File: src/rtl/beta_pkg.sv
// Shared types for the beta memory arbiter: FSM state, grant encoding, helpers.
// Latency: n/a (types only).
// Backpressure: n/a (types only).
package beta_pkg;

  typedef enum logic [1:0] {
    ARB_IDLE  = 2'd0,
    ARB_ISSUE = 2'd1,
    ARB_WAIT  = 2'd2
  } arb_state_e;

  typedef enum logic {
    GNT_FETCH = 1'b0,
    GNT_DATA  = 1'b1
  } gnt_e;

  // Counter width able to hold 0..limit inclusive (at least one bit).
  function automatic int starve_cnt_width(input int limit);
    return (limit < 1) ? 1 : $clog2(limit + 1);
  endfunction

endpackage

File: src/rtl/beta_arb_starve_cnt.sv
// Saturating count of consecutive arbitrations fetch lost while pending.
// Latency: at_limit_o reflects the count registered on the previous edge.
// Backpressure: none; inc_i/clr_i are single-cycle strobes from the arbiter.
module beta_arb_starve_cnt #(
  parameter int StarveLimit = 4
) (
  input  logic clk_i,
  input  logic rst_i,
  input  logic inc_i,
  input  logic clr_i,
  output logic at_limit_o
);
  import beta_pkg::*;

  localparam int CntWidth = starve_cnt_width(StarveLimit);
  localparam logic [CntWidth-1:0] Limit = CntWidth'(StarveLimit);

  logic [CntWidth-1:0] cnt_q;

  // Clear wins over increment; increment stops at the limit.
  always_ff @(posedge clk_i) begin
    if (rst_i) begin
      cnt_q <= '0;
    end else if (clr_i) begin
      cnt_q <= '0;
    end else if (inc_i && (cnt_q != Limit)) begin
      cnt_q <= cnt_q + 1'b1;
    end
  end

  assign at_limit_o = (cnt_q == Limit);

endmodule

File: src/rtl/beta_mem_arbiter.sv
// Arbitrates fetch and LSU requesters onto one memory bus, one transaction at a time.
// Latency: request to mem_req_o 1 cycle; ready/valid pulses combinational from mem_ready_i/mem_valid_i.
// Backpressure: requests wait in IDLE while a transaction is outstanding; memory stalls hold ISSUE.
module beta_mem_arbiter #(
  parameter int DataWidth    = 32,
  parameter int AddressWidth = 32,
  parameter int StarveLimit  = 4
) (
  input  logic                     clk_i,
  input  logic                     rst_i,
  input  logic                     i_req_i,
  input  logic [AddressWidth-1:0]  i_addr_i,
  output logic                     i_ready_o,
  output logic                     i_valid_o,
  input  logic                     d_req_i,
  input  logic                     d_we_i,
  input  logic [AddressWidth-1:0]  d_addr_i,
  input  logic [DataWidth-1:0]     d_wdata_i,
  input  logic [DataWidth/8-1:0]   d_strb_i,
  output logic                     d_ready_o,
  output logic                     d_valid_o,
  output logic [DataWidth-1:0]     rdata_o,
  output logic                     mem_req_o,
  output logic                     mem_we_o,
  output logic [AddressWidth-1:0]  mem_addr_o,
  output logic [DataWidth-1:0]     mem_wdata_o,
  output logic [DataWidth/8-1:0]   mem_strb_o,
  input  logic                     mem_ready_i,
  input  logic                     mem_valid_i,
  input  logic [DataWidth-1:0]     mem_rdata_i
);
  import beta_pkg::*;

  localparam int StrbWidth = DataWidth / 8;

  arb_state_e             state_q;
  arb_state_e             state_d;
  gnt_e                   gnt_q;
  logic                   we_q;
  logic [AddressWidth-1:0] addr_q;
  logic [DataWidth-1:0]   wdata_q;
  logic [StrbWidth-1:0]   strb_q;

  logic arb_go;
  logic fetch_wins;
  logic starve_at_limit;
  logic starve_inc;
  logic starve_clr;

  // Arbitration happens only in IDLE; data has priority unless fetch has starved.
  assign arb_go     = (state_q == ARB_IDLE) && (i_req_i || d_req_i);
  assign fetch_wins = i_req_i && (!d_req_i || starve_at_limit);
  assign starve_inc = arb_go && !fetch_wins && i_req_i;
  assign starve_clr = arb_go && (fetch_wins || !i_req_i);

  beta_arb_starve_cnt #(
    .StarveLimit (StarveLimit)
  ) u_starve_cnt (
    .clk_i      (clk_i),
    .rst_i      (rst_i),
    .inc_i      (starve_inc),
    .clr_i      (starve_clr),
    .at_limit_o (starve_at_limit)
  );

  // State register.
  always_ff @(posedge clk_i) begin
    if (rst_i) begin
      state_q <= ARB_IDLE;
    end else begin
      state_q <= state_d;
    end
  end

  // Next-state: IDLE -> ISSUE on a request, ISSUE -> WAIT on accept, WAIT -> IDLE on response.
  always_comb begin
    state_d = state_q;
    case (state_q)
      ARB_IDLE:  if (arb_go)      state_d = ARB_ISSUE;
      ARB_ISSUE: if (mem_ready_i) state_d = ARB_WAIT;
      ARB_WAIT:  if (mem_valid_i) state_d = ARB_IDLE;
      default:                    state_d = ARB_IDLE;
    endcase
  end

  // Grant and payload captured once at arbitration, frozen until the next arbitration.
  always_ff @(posedge clk_i) begin
    if (rst_i) begin
      gnt_q   <= GNT_FETCH;
      we_q    <= 1'b0;
      addr_q  <= '0;
      wdata_q <= '0;
      strb_q  <= '0;
    end else if (arb_go) begin
      if (fetch_wins) begin
        gnt_q   <= GNT_FETCH;
        we_q    <= 1'b0;
        addr_q  <= i_addr_i;
        wdata_q <= '0;
        strb_q  <= '1;
      end else begin
        gnt_q   <= GNT_DATA;
        we_q    <= d_we_i;
        addr_q  <= d_addr_i;
        wdata_q <= d_wdata_i;
        strb_q  <= d_strb_i;
      end
    end
  end

  // Outputs decoded from state; everything is forced low while reset is asserted.
  always_comb begin
    mem_req_o   = 1'b0;
    mem_we_o    = 1'b0;
    i_ready_o   = 1'b0;
    d_ready_o   = 1'b0;
    i_valid_o   = 1'b0;
    d_valid_o   = 1'b0;
    rdata_o     = '0;
    mem_addr_o  = '0;
    mem_wdata_o = '0;
    mem_strb_o  = '0;
    if (!rst_i) begin
      mem_addr_o  = addr_q;
      mem_wdata_o = wdata_q;
      mem_strb_o  = strb_q;
      case (state_q)
        ARB_ISSUE: begin
          mem_req_o = 1'b1;
          mem_we_o  = (gnt_q == GNT_DATA) && we_q;
          i_ready_o = mem_ready_i && (gnt_q == GNT_FETCH);
          d_ready_o = mem_ready_i && (gnt_q == GNT_DATA);
        end
        ARB_WAIT: begin
          rdata_o   = mem_rdata_i;
          i_valid_o = mem_valid_i && (gnt_q == GNT_FETCH);
          d_valid_o = mem_valid_i && (gnt_q == GNT_DATA);
        end
        default: begin
        end
      endcase
    end
  end

endmodule

File: config.mk
export PLATFORM = sky130hd
export DESIGN_NAME = beta_mem_arbiter
export DESIGN_NICKNAME = d
export VERILOG_FILES = /design/src/rtl/beta_pkg.sv /design/src/rtl/beta_arb_starve_cnt.sv /design/src/rtl/beta_mem_arbiter.sv
export SDC_FILE = /design/constraint.sdc
export NUM_CORES = 1
export LEC_CHECK = 0
export BUFFER_PORTS_ARGS = -buffer_cell sky130_fd_sc_hd__buf_4
export CAP_MARGIN = 15
export CORE_UTILIZATION = 45
export CTS_CLUSTER_SIZE = 24
export DETAILED_ROUTE_END_ITERATION = 12
export PLACE_DENSITY = 0.85
export SYNTH_ARGS = -nofsm -noshare
export SYNTH_HDL_FRONTEND = slang
export SYNTH_SLANG_ARGS = --single-unit
File: constraint.sdc
create_clock -name clk_i -period 2.5 [get_ports clk_i]
set_input_delay 0 -clock clk_i [delete_from_list [all_inputs] [get_ports clk_i]]
set_output_delay 0 -clock clk_i [all_outputs]
set_load 0.05 [all_outputs]
# Yosys cells after proc, flatten, opt, wreduce, memory -nomap -nowiden
# Cells that the tools add are included.
[word_totals] inputBits=139 regBits=75 output_inout_bits=106 word_cells=62
[op_classes] muxes=26 n_eq_ne=7 bitwise=1 n_addsub=1 reduce_logical=20
[ops] operator="two-way mux 32 bit" count=6
[ops] operator="two-way mux 1 bit" count=14
[ops] operator="logical AND 1 bit" count=11
[ops] operator="two-way mux 4 bit" count=2
[ops] operator="two-way mux 2 bit" count=3
[ops] operator="inequality test 2 bit, second input constant" count=3
[ops] operator="one-hot mux 2 bit (3 select lines)" count=1
[ops] operator="adder 3 x 1 -> 3 bit, second input constant" count=1
[ops] operator="== test 3 bit, second input constant" count=1
[ops] operator="zero test 1 bit" count=3
[ops] operator="logical OR 1 bit" count=3
[ops] operator="inequality test 3 bit, second input constant" count=1
[ops] operator="AND reduction 3 bit" count=1
[ops] operator="== test 2 x 1 -> 1 bit, second input constant" count=1
[ops] operator="== test 2 bit, second input constant" count=1
[ops] operator="zero test 2 bit" count=1
[ops] operator="OR reduction 2 bit" count=1
[ops] operator="NOT 1 bit" count=1

# Longest topological paths before layout
[depth] word_depth=7 depth_mapped=7 depth_no_buf=6

# Cells and area by module
# A second synthesis with hierarchy kept.
[unflattened] cells_unflattened=432 area_unflattened_um2=3967.6
[modules_own_cells] mod="beta_mem_arbiter" area_each_um2=3779.9 cells_each=414 n_inst=1 seq_area_each_um2=1441.4
[modules_own_cells] mod="beta_arb_starve_cnt" area_each_um2=187.7 cells_each=18 n_inst=1 seq_area_each_um2=60.1

# Least setup slack after synthesis
# OpenSTA, ideal clock, no wires.
[synth_timing] path_type="register to output" start="register state_q[0]" end="output port i_ready_o" required_time_ps=2500 arrival_time_ps=2570 setup_slack_ps=-70 path_buffers=0 stages_incl_launch_ff=4 path_cell_list="dfxtp_1 nor3b_1 nand2_1 nor2_1"
[synth_between] elab_chain_cells=3
[synth_lines] element="start, declared" line_no="beta_mem_arbiter.sv:36" text="arb_state_e state_q;"
[synth_lines] element="start signal, assigned" line_no="beta_mem_arbiter.sv:71" text="state_q <= state_d;"
[synth_lines] element="== test 2 x 1 -> 1 bit" line_no="beta_mem_arbiter.sv:127" text="case (state_q)"
[synth_lines] element="two-way mux 1 bit" line_no="beta_mem_arbiter.sv:127"
[synth_lines] element="two-way mux 1 bit" line_no="beta_mem_arbiter.sv:123" text="if (!rst_i) begin"
[synth_lines] element="end, declared" line_no="beta_mem_arbiter.sv:13" text="output logic i_ready_o,"
# Every way passes these cells.

# Worst setup path after layout
[layout_timing] start="register state_q[1]" end="register addr_q[14]"
[layout_between] elab_chain_cells=2
[layout_lines] element="zero test 2 bit" line_no="beta_mem_arbiter.sv:51" text="assign arb_go = (state_q == ARB_IDLE) && (i_req_i || d_req_i);"
[layout_lines] element="logical AND 1 bit" line_no="beta_mem_arbiter.sv:51"
[layout_lines] element="end signal, assigned" line_no="beta_mem_arbiter.sv:98" text="addr_q <= i_addr_i;"
[layout_lines] element="end signal, assigned" line_no="beta_mem_arbiter.sv:104" text="addr_q <= d_addr_i;"
[layout_lines] element="end, declared" line_no="beta_mem_arbiter.sv:40" text="logic [AddressWidth-1:0] addr_q;"
# Every way passes these cells.
# A chain may end at the register's enable or synchronous reset.

==> flow_metrics.tcl <==
set metrics [dict create \
    grt_pass1_wl_um 20400 \
    post-dp-hpwl_um 8800 \
    cp_cell_sequence "nor2_2 -> nand2_4 -> buf_4 -> nor3_1 -> nor4_2" \
    p_sw_frac 0.352 \
    fin_crit_ns 1.92 \
    worst_pin_slew_ns 0.960 \
    p_sw_mw 1.30 \
    ys_seq_area_frac 0.367 \
    critPathSlowestCell "buf_4" \
    cts_resized 0 \
    fin_tns_setup_ns 0 \
    outcome "complete, no violations" \
    min_path_type "input pin to register" \
    synth.ff_latch_count 75 \
    area_growth_pct 54.4 \
    worstPathArrival_ns 2.18 \
    tritoncts "done" \
    pin_count 245 \
    syn_avg_cell_area_um2 8.15 \
    antenna_found_initial 0 \
    postLayoutSetupSlackWorst_ns 0.575 \
    final_cell_mix "buf_4, nor2_1, dfxtp_1" \
    die_h_um 97.4 \
    die_area_um2 9480 \
    coreArea_um2 8760 \
    vias 4508 \
    start_kind "register" \
    powerDensity_nw_per_um2 585 \
    maxUsedRoutingLayer "met4" \
    met1_length_um 5080 \
    syn_inst 502 \
    mostFrequentLayoutCell "buf_4" \
    hold_viol 0 \
    synth_cell_types 33 \
    power.internal_mw 2.40 \
    dr_wl_met3_um 756 \
    ir_worst_vdd_uv 362 \
    ant_nets 0 \
    n_antenna_cell 0 \
    rsz0062_at_grt "no" \
    crit_type "register to register" \
    grt_max_degree 95 \
    met2_length_um 6600 \
    rows 34 \
    clkPwrFrac 0.285 \
    die_x_um 97.4 \
    cpLargestDelayFamily "buffers and inverters" \
    finalHoldWorstSlack_ns 0.0126 \
    fin_util 0.721 \
    viasPerCell 5.32 \
    synth_fp_nets 643 \
    grt_pass1_vias 4347 \
    cts_buffers 9 \
    detail_route.iter0.violations 174 \
    drv_cap 0 \
    start_util 0.467 \
    endpoint_kind "register" \
    globalRouteOverflowTotal 0 \
    p_leak_nw 2.91 \
    crit_fanout 94 \
    cts.sinks 75 \
    dr.pass1.iters 4 \
    critPathBufInv 1 \
    setup_viol 0 \
    cts-root-buf "clkbuf_8" \
    clkTransAtPathRegs_ns 0.08 \
    syn-cell-area_um2 4090 \
    n_fill_cell 695 \
    port_buffers 244 \
    fin_nets 875 \
    required_ns 2.75 \
    grtUsageTotal 0.262 \
    finalCritPeriodShare 0.770 \
    relSlewSlack 0.360 \
    place_ws_ns 0.634 \
    drt-total-wl_um 12800 \
    p_comb_frac 0.340 \
    gp_congestion 0.843 \
    finalClockSkew_ns 0.0123 \
    ys_warn_count 0 \
    fmax_ghz 0.520 \
    drive_above_1_share 0.414 \
    max_stage_delay_ns 0.75 \
    h-tree-depth 3 \
    clock_path_buffers 2 \
    finalMaxSlewViolations 0 \
    clkLatencyLatePin_ns 0.35 \
    post_drt_wl_per_cell_um 15.2 \
    seqPwrFrac 0.374 \
    drc_errors 0 \
]
final cells by class:
| cell class | instances | area, µm² | area share |
|---|---|---|---|
| sequential | 75 | 1500 | 0.238 |
| clock inverter | 7 | 101 | 0.0160 |
| timing repair buffer | 272 | 2110 | 0.333 |
| inverter | 4 | 15.0 | 0.00238 |
| clock buffer | 9 | 124 | 0.0196 |
| tap | 108 | 135 | 0.0214 |
| multi-input combinational | 372 | 2340 | 0.370 |
worst reg2reg max path, delay by kind of cell, from the launching register on:
| kind | cells | cell delay [ns] |
|---|---|---|
| simple gates | 4 | 0.70 |
| flops | 1 | 0.38 |
| buf+inv | 1 | 0.75 |
stage by stage:
step | power, mW | instance area [µm²] | cells
floorplan | 2.27 | 4100 | 502
global placement | 2.60 | 5890 | 810
detailed placement | 2.64 | 5890 | 810
CTS | 3.72 | 6320 | 847
global route | 3.87 | 6320 | 847
finish | 3.70 | 6320 | 847
registers in the layout (all words and copies together) (netlist names):
signal / cells
we_q: 1
wdata_q: 32
state_q: 2
u_starve_cnt.cnt_q: 3
gnt_q: 1
addr_q: 32
strb_q: 4
cells in the mapped netlist:
library cell / instances / share of area
a22oi_1: 1 / 0.0018
nor2_2: 1 / 0.0015
a211oi_1: 1 / 0.0018
nor4_1: 1 / 0.0015
a21boi_2: 1 / 0.0028
nor3_1: 72 / 0.088
or2_1: 1 / 0.0015
and2_4: 1 / 0.0021
nor2_1: 75 / 0.069
nor2b_1: 68 / 0.10
a31o_1: 1 / 0.0021
and3_1: 3 / 0.0046
o22ai_1: 1 / 0.0015
a221oi_2: 1 / 0.0037
clkbuf_1: 34 / 0.031
nor3b_2: 1 / 0.0031
dfxtp_1: 75 / 0.37
nand3_1: 34 / 0.042
nand2_2: 1 / 0.0015
ha_1: 2 / 0.0061
a21bo_2: 1 / 0.0024
and2_1: 32 / 0.049
nor4_2: 31 / 0.095
inv_1: 4 / 0.0037
nand2_1: 3 / 0.0028
buf_2: 10 / 0.012
buf_6: 7 / 0.019
and4_1: 1 / 0.0021
nand2b_1: 1 / 0.0015
o21ai_0: 1 / 0.0012
nor3b_1: 1 / 0.0018
a2bb2oi_1: 33 / 0.071
a21oi_1: 2 / 0.0024
logic make-up after synthesis:
kind of cell,after synthesis,share of synthesized area
AOI/OAI and AO/OA,43,0.0905
DFF,75,0.367
buffers and inverters,55,0.0663
adders and majority gates,2,0.00611
and+or+nand+nor,327,0.470
power by group through the flow:
stage                     Combinational (mW)  Clock [mW]  Sequential, mW
after floorplan                        0.873           0            1.39
after global placement                  1.20           0            1.40
after detailed placement                1.23           0            1.41
after CTS                               1.26        1.08            1.38
after global routing                    1.35        1.12            1.40
final                                   1.26        1.06            1.38
repair_timing:
action	in CTS	in global routing
setup buffers	0	0
hold buffers	21	0
endpoints found under the hold margin	21	0
setup endpoints to repair	0	0
layer usage:
layer,global-route usage,vias to the layer above
li1,-,2187
met1,0.294,2097
met2,0.476,189
met3,0.0439,35
met4,0.126,0
met5,0,-
worst paths after layout:
| kind | from | to | slack [ns] | cells after the start |
|---|---|---|---|---|
| min | d_wdata_i[8] | wdata_q[8] | 0.01 | 4 |
| max | state_q[1] | addr_q[14] | 0.58 | 5 |
| min reg2reg | wdata_q[9] | wdata_q[9] | 0.49 | 2 |
| max reg2reg | state_q[1] | addr_q[14] | 0.58 | 5 |
(Power assumes the default switching activity.)
